`config.mk`:
```
export PLATFORM = sky130hd
export DESIGN_NAME = bcd_modulo_counter_flat
export DESIGN_NICKNAME = d
export VERILOG_FILES = /design/src/rtl/bcd_pkg.sv /design/src/rtl/bcd_modulo_counter_if.sv /design/src/rtl/bcd_digit.sv /design/src/rtl/bcd_modulo_counter.sv /design/src/flat_wrapper.sv
export SDC_FILE = /design/constraint.sdc
export NUM_CORES = 1
export LEC_CHECK = 0
export CORE_MARGIN = 1
export CORE_UTILIZATION = 43
export DETAILED_ROUTE_END_ITERATION = 6
export MAX_ROUTING_LAYER = met4
export PLACE_DENSITY = 0.81
export SLEW_MARGIN = 10
export SYNTH_ARGS = -nofsm -noshare
export SYNTH_HDL_FRONTEND = slang
export SYNTH_HIERARCHICAL = 1
export SYNTH_SLANG_ARGS = --single-unit
export TNS_END_PERCENT = 50
```
`constraint.sdc`:
```
create_clock -name clock -period 2.03 [get_ports clock]
set_input_delay 0.203 -clock clock [delete_from_list [all_inputs] [get_ports clock]]
set_output_delay 0.203 -clock clock [all_outputs]
set_load 0.01 [all_outputs]
```
`src/rtl/bcd_pkg.sv`:
```
// bcd_pkg: shared BCD constants and conversion/validation helpers
package bcd_pkg;
  localparam int BCD_DIGIT_W = 4;
  localparam int BCD_MAX_DIGITS = 16;
  localparam logic [BCD_DIGIT_W-1:0] BCD_NINE = 4'd9;
  localparam logic [BCD_DIGIT_W-1:0] BCD_ZERO = 4'd0;

  function automatic logic [BCD_DIGIT_W*BCD_MAX_DIGITS-1:0] bin_to_bcd(input int value, input int digits);
    logic [BCD_DIGIT_W*BCD_MAX_DIGITS-1:0] r;
    int v;
    r = '0;
    v = value;
    for (int i = 0; i < BCD_MAX_DIGITS; i++)
      if (i < digits) begin
        r[BCD_DIGIT_W*i +: BCD_DIGIT_W] = 4'(v % 10);
        v = v / 10;
      end
    return r;
  endfunction

  function automatic logic bcd_valid(input logic [BCD_DIGIT_W*BCD_MAX_DIGITS-1:0] vec, input int digits);
    logic ok;
    ok = 1'b1;
    for (int i = 0; i < BCD_MAX_DIGITS; i++)
      if (i < digits && vec[BCD_DIGIT_W*i +: BCD_DIGIT_W] > BCD_NINE) ok = 1'b0;
    return ok;
  endfunction
endpackage

```
`src/rtl/bcd_modulo_counter_if.sv`:
```
// bcd_modulo_counter_if: control/status bundle of one counter stage (wrap flag pins with BCD_MODULO_COUNTER_WRAP_FLAG_EN)
interface bcd_modulo_counter_if #(parameter int DIGITS = 2);
  logic enable;
  logic up;
  logic load;
  logic [4*DIGITS-1:0] load_value;
  logic [4*DIGITS-1:0] count;
  logic max;
  logic min;
  logic carry;
  logic load_err;
`ifdef BCD_MODULO_COUNTER_WRAP_FLAG_EN
  logic wrap_clear;
  logic wrap_flag;
  modport master(output enable, up, load, load_value, wrap_clear, input count, max, min, carry, load_err, wrap_flag);
  modport slave(input enable, up, load, load_value, wrap_clear, output count, max, min, carry, load_err, wrap_flag);
`else
  modport master(output enable, up, load, load_value, input count, max, min, carry, load_err);
  modport slave(input enable, up, load, load_value, output count, max, min, carry, load_err);
`endif
endinterface

```
`src/rtl/bcd_digit.sv`:
```
// bcd_digit: one BCD decade that loads, steps up/down and flags its 9/0 terminal states
module bcd_digit
  import bcd_pkg::*;
#(
  parameter logic [BCD_DIGIT_W-1:0] RESET_DIGIT = BCD_ZERO
) (
  input  logic                   clock,
  input  logic                   reset,
  input  logic                   ld,
  input  logic [BCD_DIGIT_W-1:0] ld_digit,
  input  logic                   step,
  input  logic                   up,
  output logic [BCD_DIGIT_W-1:0] digit,
  output logic                   at_nine,
  output logic                   at_zero
);
  assign at_nine = digit == BCD_NINE;
  assign at_zero = digit == BCD_ZERO;

  // Load has priority; a step wraps 9->0 going up and 0->9 going down.
  always_ff @(posedge clock or negedge reset)
    if (!reset) digit <= RESET_DIGIT;
    else if (ld) digit <= ld_digit;
    else if (step) digit <= up ? (at_nine ? BCD_ZERO : digit + 4'd1) : (at_zero ? BCD_NINE : digit - 4'd1);
endmodule

```
`src/rtl/bcd_modulo_counter.sv`:
```
// bcd_modulo_counter: cascadable BCD counter modulo MODULUS; BCD_MODULO_COUNTER_WRAP_FLAG_EN adds a sticky wrap flag
module bcd_modulo_counter
  import bcd_pkg::*;
#(
  parameter int DIGITS      = 2,
  parameter int MODULUS     = 60,
  parameter int RESET_VALUE = 0
) (
  input logic               clock,
  input logic               reset,
  bcd_modulo_counter_if.slave bus
);
  localparam int W = BCD_DIGIT_W * DIGITS;
  localparam logic [BCD_DIGIT_W*BCD_MAX_DIGITS-1:0] MAX_FULL = bin_to_bcd(MODULUS - 1, DIGITS);
  localparam logic [BCD_DIGIT_W*BCD_MAX_DIGITS-1:0] RST_FULL = bin_to_bcd(RESET_VALUE, DIGITS);
  localparam logic [W-1:0] MAX_BCD = MAX_FULL[W-1:0];
  localparam logic [W-1:0] RST_BCD = RST_FULL[W-1:0];

  if (MODULUS < 2 || MODULUS > 10 ** DIGITS) begin : g_bad_modulus
    $error("bcd_modulo_counter: MODULUS out of range 2..10^DIGITS");
  end
  if (RESET_VALUE < 0 || RESET_VALUE >= MODULUS) begin : g_bad_reset
    $error("bcd_modulo_counter: RESET_VALUE must be below MODULUS");
  end

  logic [W-1:0]      count;
  logic [W-1:0]      ld_val;
  logic [DIGITS-1:0] nine;
  logic [DIGITS-1:0] zero;
  logic [DIGITS-1:0] match;
  logic [DIGITS-1:0] chain;
  logic              step_en;
  logic              wrap_cond;
  logic              load_ok;
  logic              ld;

  // BCD order matches numeric order, so "< MODULUS" is "<= MAX_BCD" on valid digits.
  assign load_ok   = bus.load & bcd_valid(64'(bus.load_value), DIGITS) & (bus.load_value <= MAX_BCD);
  assign step_en   = bus.enable & ~bus.load;
  assign wrap_cond = bus.up ? bus.max : bus.min;
  assign bus.carry = step_en & wrap_cond;
  assign ld        = load_ok | bus.carry;
  assign ld_val    = bus.load ? bus.load_value : (bus.up ? '0 : MAX_BCD);
  assign chain[0]  = step_en & ~wrap_cond;
  assign bus.count = count;
  assign bus.max   = &match;
  assign bus.min   = &zero;

  for (genvar g = 0; g < DIGITS; g++) begin : g_digit
    localparam logic [BCD_DIGIT_W-1:0] MD = MAX_BCD[BCD_DIGIT_W*g +: BCD_DIGIT_W];
    assign match[g] = (MD == BCD_NINE) ? nine[g] : (count[BCD_DIGIT_W*g +: BCD_DIGIT_W] == MD);
    if (g > 0) begin : g_ripple
      assign chain[g] = chain[g-1] & (bus.up ? nine[g-1] : zero[g-1]);
    end
    bcd_digit #(.RESET_DIGIT(RST_BCD[BCD_DIGIT_W*g +: BCD_DIGIT_W])) u_digit (
      .clock    (clock),
      .reset    (reset),
      .ld       (ld),
      .ld_digit (ld_val[BCD_DIGIT_W*g +: BCD_DIGIT_W]),
      .step     (chain[g]),
      .up       (bus.up),
      .digit    (count[BCD_DIGIT_W*g +: BCD_DIGIT_W]),
      .at_nine  (nine[g]),
      .at_zero  (zero[g])
    );
  end

  // Pulse load_err for one cycle on every rejected load.
  always_ff @(posedge clock or negedge reset)
    if (!reset) bus.load_err <= 1'b0;
    else bus.load_err <= bus.load & ~load_ok;

`ifdef BCD_MODULO_COUNTER_WRAP_FLAG_EN
  // Sticky wrap record; a new wrap beats a simultaneous clear.
  always_ff @(posedge clock or negedge reset)
    if (!reset) bus.wrap_flag <= 1'b0;
    else if (bus.carry) bus.wrap_flag <= 1'b1;
    else if (bus.wrap_clear) bus.wrap_flag <= 1'b0;
`endif
endmodule

```
`src/flat_wrapper.sv`:
```
// flat-port wrapper written by rule: the top's interface ports become plain ports
module bcd_modulo_counter_flat import bcd_pkg::*;
#(
  parameter int DIGITS      = 2,
  parameter int MODULUS     = 60,
  parameter int RESET_VALUE = 0
)
  (clock, reset, bus_enable, bus_up, bus_load, bus_load_value, bus_count, bus_max, bus_min, bus_carry, bus_load_err);
  bcd_modulo_counter_if #(.DIGITS(DIGITS)) bus_i ();
  input logic clock;
  input logic reset;
  input wire logic [$bits(bus_i.enable)-1:0] bus_enable;
  input wire logic [$bits(bus_i.up)-1:0] bus_up;
  input wire logic [$bits(bus_i.load)-1:0] bus_load;
  input wire logic [$bits(bus_i.load_value)-1:0] bus_load_value;
  output wire logic [$bits(bus_i.count)-1:0] bus_count;
  output wire logic [$bits(bus_i.max)-1:0] bus_max;
  output wire logic [$bits(bus_i.min)-1:0] bus_min;
  output wire logic [$bits(bus_i.carry)-1:0] bus_carry;
  output wire logic [$bits(bus_i.load_err)-1:0] bus_load_err;
  assign bus_i.enable = bus_enable;
  assign bus_i.up = bus_up;
  assign bus_i.load = bus_load;
  assign bus_i.load_value = bus_load_value;
  assign bus_count = bus_i.count;
  assign bus_max = bus_i.max;
  assign bus_min = bus_i.min;
  assign bus_carry = bus_i.carry;
  assign bus_load_err = bus_i.load_err;
  bcd_modulo_counter #(.DIGITS(DIGITS), .MODULUS(MODULUS), .RESET_VALUE(RESET_VALUE)) u_core (.clock(clock), .reset(reset), .bus(bus_i));
endmodule
```
Word-level counts from Yosys, hierarchy flattened --
Index checks and enable logic that the tools add are counted.
Storage, ports and cells: logic and storage cells 46, output and inout port bits 12, bits in registers 9, input port bits 13
Cells by class: $lt $le $gt $ge 3, bitwise logic cells 11, reductions and logical operators 6, equal/unequal tests 3, mux-type cells 16, add/subtract/negate cells 4
Operator list (number):
- 2-to-1 mux 4 bit | 10
- adder 4 x 1 -> 4 bit (second input constant) | 2
- == test 4 bit (second input constant) | 2
- greater-than comparator 4 bit (second input constant) | 2
- <= comparator 8 x 7 -> 1 bit (second input constant) | 1
- zero test 4 bit | 2
- 2-to-1 mux 8 bit | 1
- subtractor 4 x 1 -> 4 bit (second input constant) | 2
- bitwise AND 1 bit | 7
- 2-to-1 mux 7 bit | 1
- == test 4 x 3 -> 1 bit (second input constant) | 1
- 2-to-1 mux 1 bit | 4
- AND reduction 2 bit | 2
- nonzero test 2 bit | 2
- inverter 1 bit | 3
- bitwise OR 1 bit | 1

Logic depth before layout (Yosys ltp) --
depth after elaboration 8, gate-level depth with buffers 9, mapped depth without buffers 7

Hierarchy --
Netlist, hierarchy kept.
Modules (own cells, without submodules):
- bcd_digit | area an instance 354.1 um^2, sequential area each 100.1 um^2, instances 2, cells each 46
- bcd_modulo_counter | area an instance 230.2 um^2, sequential area each 25.0 um^2, instances 1, cells each 33

Least setup slack after synthesis --
Ideal clock, no wire load.
path kind register to register, from register u_core.g_digit[1].u_digit.digit[2], to register u_core.g_digit[0].u_digit.digit[3], buffers on the path 2, stages on the path, launching flop included 9, setup slack -0.174 ns, setup time 0.124 ns, data arrival time 2.080 ns, clock period less this slack 2.204 ns, data required time 1.906 ns, cell sequence dfrtp_1 > clkbuf_1 > nor4_1 > and3b_1 > a2111oi_4 > clkbuf_1 > nor2b_1 > o221ai_1 > o31a_1
On the way: cells in the longest elaborated chain, start to end 6, elaborated cells between the ends (all ways) 11, those cells by class eq/ne (1); mux (2); bitwise (4); reduce/logical (4)
Ends and longest elaborated chain:
- from (decl) | RTL line bcd_digit.sv:13 | output logic [BCD_DIGIT_W-1:0] digit,
- from (signal assigned) | RTL line bcd_digit.sv:23 | else if (ld) digit <= ld_digit;
- from (signal assigned) | RTL line bcd_digit.sv:24 | else if (step) digit <= up ? (at_nine ? BCD_ZERO : digit + 4'd1) : (at_zero ? BCD_NINE : digit - 4'd1);
- zero test 4 bit | RTL line bcd_digit.sv:18 | assign at_zero = digit == BCD_ZERO;
- named net u_core.zero[1] | RTL line bcd_modulo_counter.sv:29 | logic [DIGITS-1:0] zero;
- AND reduction 2 bit | RTL line bcd_modulo_counter.sv:47 | assign bus.min = &zero;
- 2-to-1 mux 1 bit | RTL line bcd_modulo_counter.sv:40 | assign wrap_cond = bus.up ? bus.max : bus.min;
- inverter 1 bit | RTL line bcd_modulo_counter.sv:44 | assign chain[0] = step_en & ~wrap_cond;
- bitwise AND 1 bit | RTL line bcd_modulo_counter.sv:44
- named net u_core.chain[0] | RTL line bcd_modulo_counter.sv:31 | logic [DIGITS-1:0] chain;
- nonzero test 2 bit (no source line)
- to (signal assigned) | RTL line bcd_digit.sv:23
- to (signal assigned) | RTL line bcd_digit.sv:24
- to (decl) | RTL line bcd_digit.sv:13
The timed path passes the listed nets, and every way through them passes these cells. A chain may end at the register's enable or synchronous reset.

Worst setup path in the final report --
from register u_core.g_digit[1].u_digit.digit[2], to register u_core.g_digit[0].u_digit.digit[2]
On the way: cells in the longest elaborated chain, start to end 6, elaborated cells between the ends (all ways) 11, those cells by class eq/ne (1); mux (2); bitwise (4); reduce/logical (4)
Ends and longest elaborated chain (RTL line):
- == test 4 x 3 -> 1 bit / zero test 4 bit (equally long branches) | bcd_modulo_counter.sv:51, bcd_digit.sv:18
- AND reduction 2 bit, on equally long branches | bcd_modulo_counter.sv:46, bcd_modulo_counter.sv:47
- 2-to-1 mux 1 bit * | bcd_modulo_counter.sv:40
- inverter 1 bit * | bcd_modulo_counter.sv:44
- bitwise AND 1 bit * | bcd_modulo_counter.sv:44
- named net u_core.chain[0] | bcd_modulo_counter.sv:31
- nonzero test 2 bit (no source line) *
The timed path passes the listed nets; every way through them passes the cells marked *.

==> results.yml <==
finish:
  instances_no_fill: 189
  drive_gt1_frac: 0.253
  fin_nets: 176
  area.growth.synth_to_final_pct: 49.9
  diodes: 0
  fin_util: 0.699
  fillCellCount: 157
  final_common_cell: "buf_4"
  final_cell_mix: "buf_4 (25), clkdlybuf4s50_1 (22), nand2_1 (19), dfrtp_1 (8), o21ai_0 (7)"
  final_cell_area_um2: 1400
timing:
  slew_headroom: 0.737
  hold_viol_final: 0
  clock_skew_ns: 0.0145
  setup_violations: 0
  period_needed_ns: 1.99
  slew_viol_final: 0
  fin_crit_sh: 0.983
  fmax_mhz: 501
  rsz0062_at_grt: "yes"
  layout_setup_ws_ns: 0.0354
  tightest_slew_ns: 0.393
clock_tree:
  cts_buffers: 3
  cts_max_level: 1
  clk_path_buf_depth: 2
  root_buffer: "clkbuf_4"
  clk_latency_ns: 0.26
  cts.clk_slew.worst_paths_ns: 0.07
  clock-sinks: 9
  tritoncts: "done"
run_status:
  run_status: "completed"
placed_design:
  post-place-cells: 181
  port_buffers: 24
  gp_congestion: 0.827
  dp_slack_ns: -0.0969
  placed_area_um2: 1290
  hpwl_um: 1790
synth:
  synth_area_um2: 933
  synth_nets: 137
  synth.avg_cell_area_um2: 7.53
  yosys_warnings: 6
  syn_inst: 124
power:
  power.leakage_uw: 0.000614
  power.density_nw_per_um2: 1090
  ir_drop_uv: 549
floorplanning:
  die_area_um2: 2360
  core_area_um2: 2000
  start_util: 0.466
  std_cell_rows: 16
  dieWidth_um: 48.6
  ios: 25
  dieHeight_um: 48.6
drt:
  post_drt_via_cell_ratio: 5.61
  wirelength_um: 2380
  dr_total_vias: 1061
  drc: 0
  drt_iter0_markers: 18
  dr.pass1.iters: 4
  wl_per_cell_um: 12.6
  ant_nets: 0
critical_path:
  start_kind: "flip-flop"
  critPathArrivalTime_ns: 2.16
  r2r_cells: 7
  critPathKind: "flip-flop to flip-flop"
  end_kind: "flip-flop"
  critical_path.max_fanout: 4
  crit_required_ns: 2.19
job:
  cap_violations: 0
grt:
  antenna_found_initial: 0
  first_global_vias: 890
  grt_use_total: 0.218
  grt_pass1_wl_um: 3950
  grt_max_degree: 15
  grt_overflow_total: 0
min_path:
  min_path_type: "input port to async pin"
## routing by layer
layer	wire (um)	vias up	global-route usage	part of all wire
met5	0	-	-	0
met2	1140	36	0.347	0.48
li1	-	520	-	-
met4	24	0	0.0735	0.010
met1	1100	501	0.290	0.46
met3	107	4	0.0220	0.045
## area by class of cell
| type | count | area (um^2) | area share |
|---|---|---|---|
| sequential | 9 | 226 | 0.162 |
| timing repair buffer | 49 | 425 | 0.304 |
| tap | 27 | 33.8 | 0.0242 |
| multi-input combinational | 95 | 667 | 0.477 |
| inverter | 5 | 18.8 | 0.0134 |
| clock buffer | 3 | 22.5 | 0.0161 |
| clock inverter | 1 | 5.00 | 0.00358 |
## final timing paths
kind / startpoint / end / slack [ns]
setup / recovery: u_core/g_digit[1].u_digit/digit[2]$_DFFE_PN0P_ / u_core/g_digit[0].u_digit/digit[2]$_DFFE_PN0P_ / 0.04
hold reg to reg: u_core/g_digit[0].u_digit/digit[2]$_DFFE_PN0P_ / u_core/g_digit[0].u_digit/digit[2]$_DFFE_PN0P_ / 0.72
setup reg to reg: u_core/g_digit[1].u_digit/digit[2]$_DFFE_PN0P_ / u_core/g_digit[0].u_digit/digit[2]$_DFFE_PN0P_ / 0.04
hold / removal: reset / u_core/g_digit[1].u_digit/digit[3]$_DFFE_PN0P_ / 0.23
max in group asynchronous: reset / u_core/g_digit[1].u_digit/digit[0]$_DFFE_PN0P_ / 1.50
min in group clock: bus_load_value[0] / u_core/g_digit[0].u_digit/digit[0]$_DFFE_PN0P_ / 0.66
## report_power, final
part	switching [uW]	total (uW)	internal, uW
logic	483	1040	559
clock network	65.0	137	72.4
registers	92.3	346	253
## registers in the layout, summed over array words and instances, names as in the netlist
name	flops
u_core/bus.load_err	1
u_core/g_digit.u_digit/digit	8
## critical path: stages, from the launching register on
cell	delay, ns
dfrtp_1	0.44
and4bb_1	0.24
and2_4	0.16
a2111oi_4	0.36
buf_4	0.19
a41o_1	0.17
a311oi_2	0.06
a311oi_2	0.28
## repair_timing
item	4_1_cts	5_1_grt
gates resized for setup	7	7
pin swaps	0	6
hold buffers	0	0
endpoints found under the setup margin	5	8
hold endpoints to repair	0	0
setup buffers	0	4
## metrics by stage
| step | power (uW) | TNS, ns | hold slack, ns |
|---|---|---|---|
| after floorplan | 895 | -0.0530 | -0.0926 |
| after global placement | 1230 | -0.0407 | 0.513 |
| after detailed placement | 1270 | -0.154 | 0.517 |
| after CTS | 1460 | 0 | 0.243 |
| after global routing | 1640 | -0.0770 | 0.249 |
| final | 1530 | 0 | 0.225 |
Power figures use the tool's default switching activity.
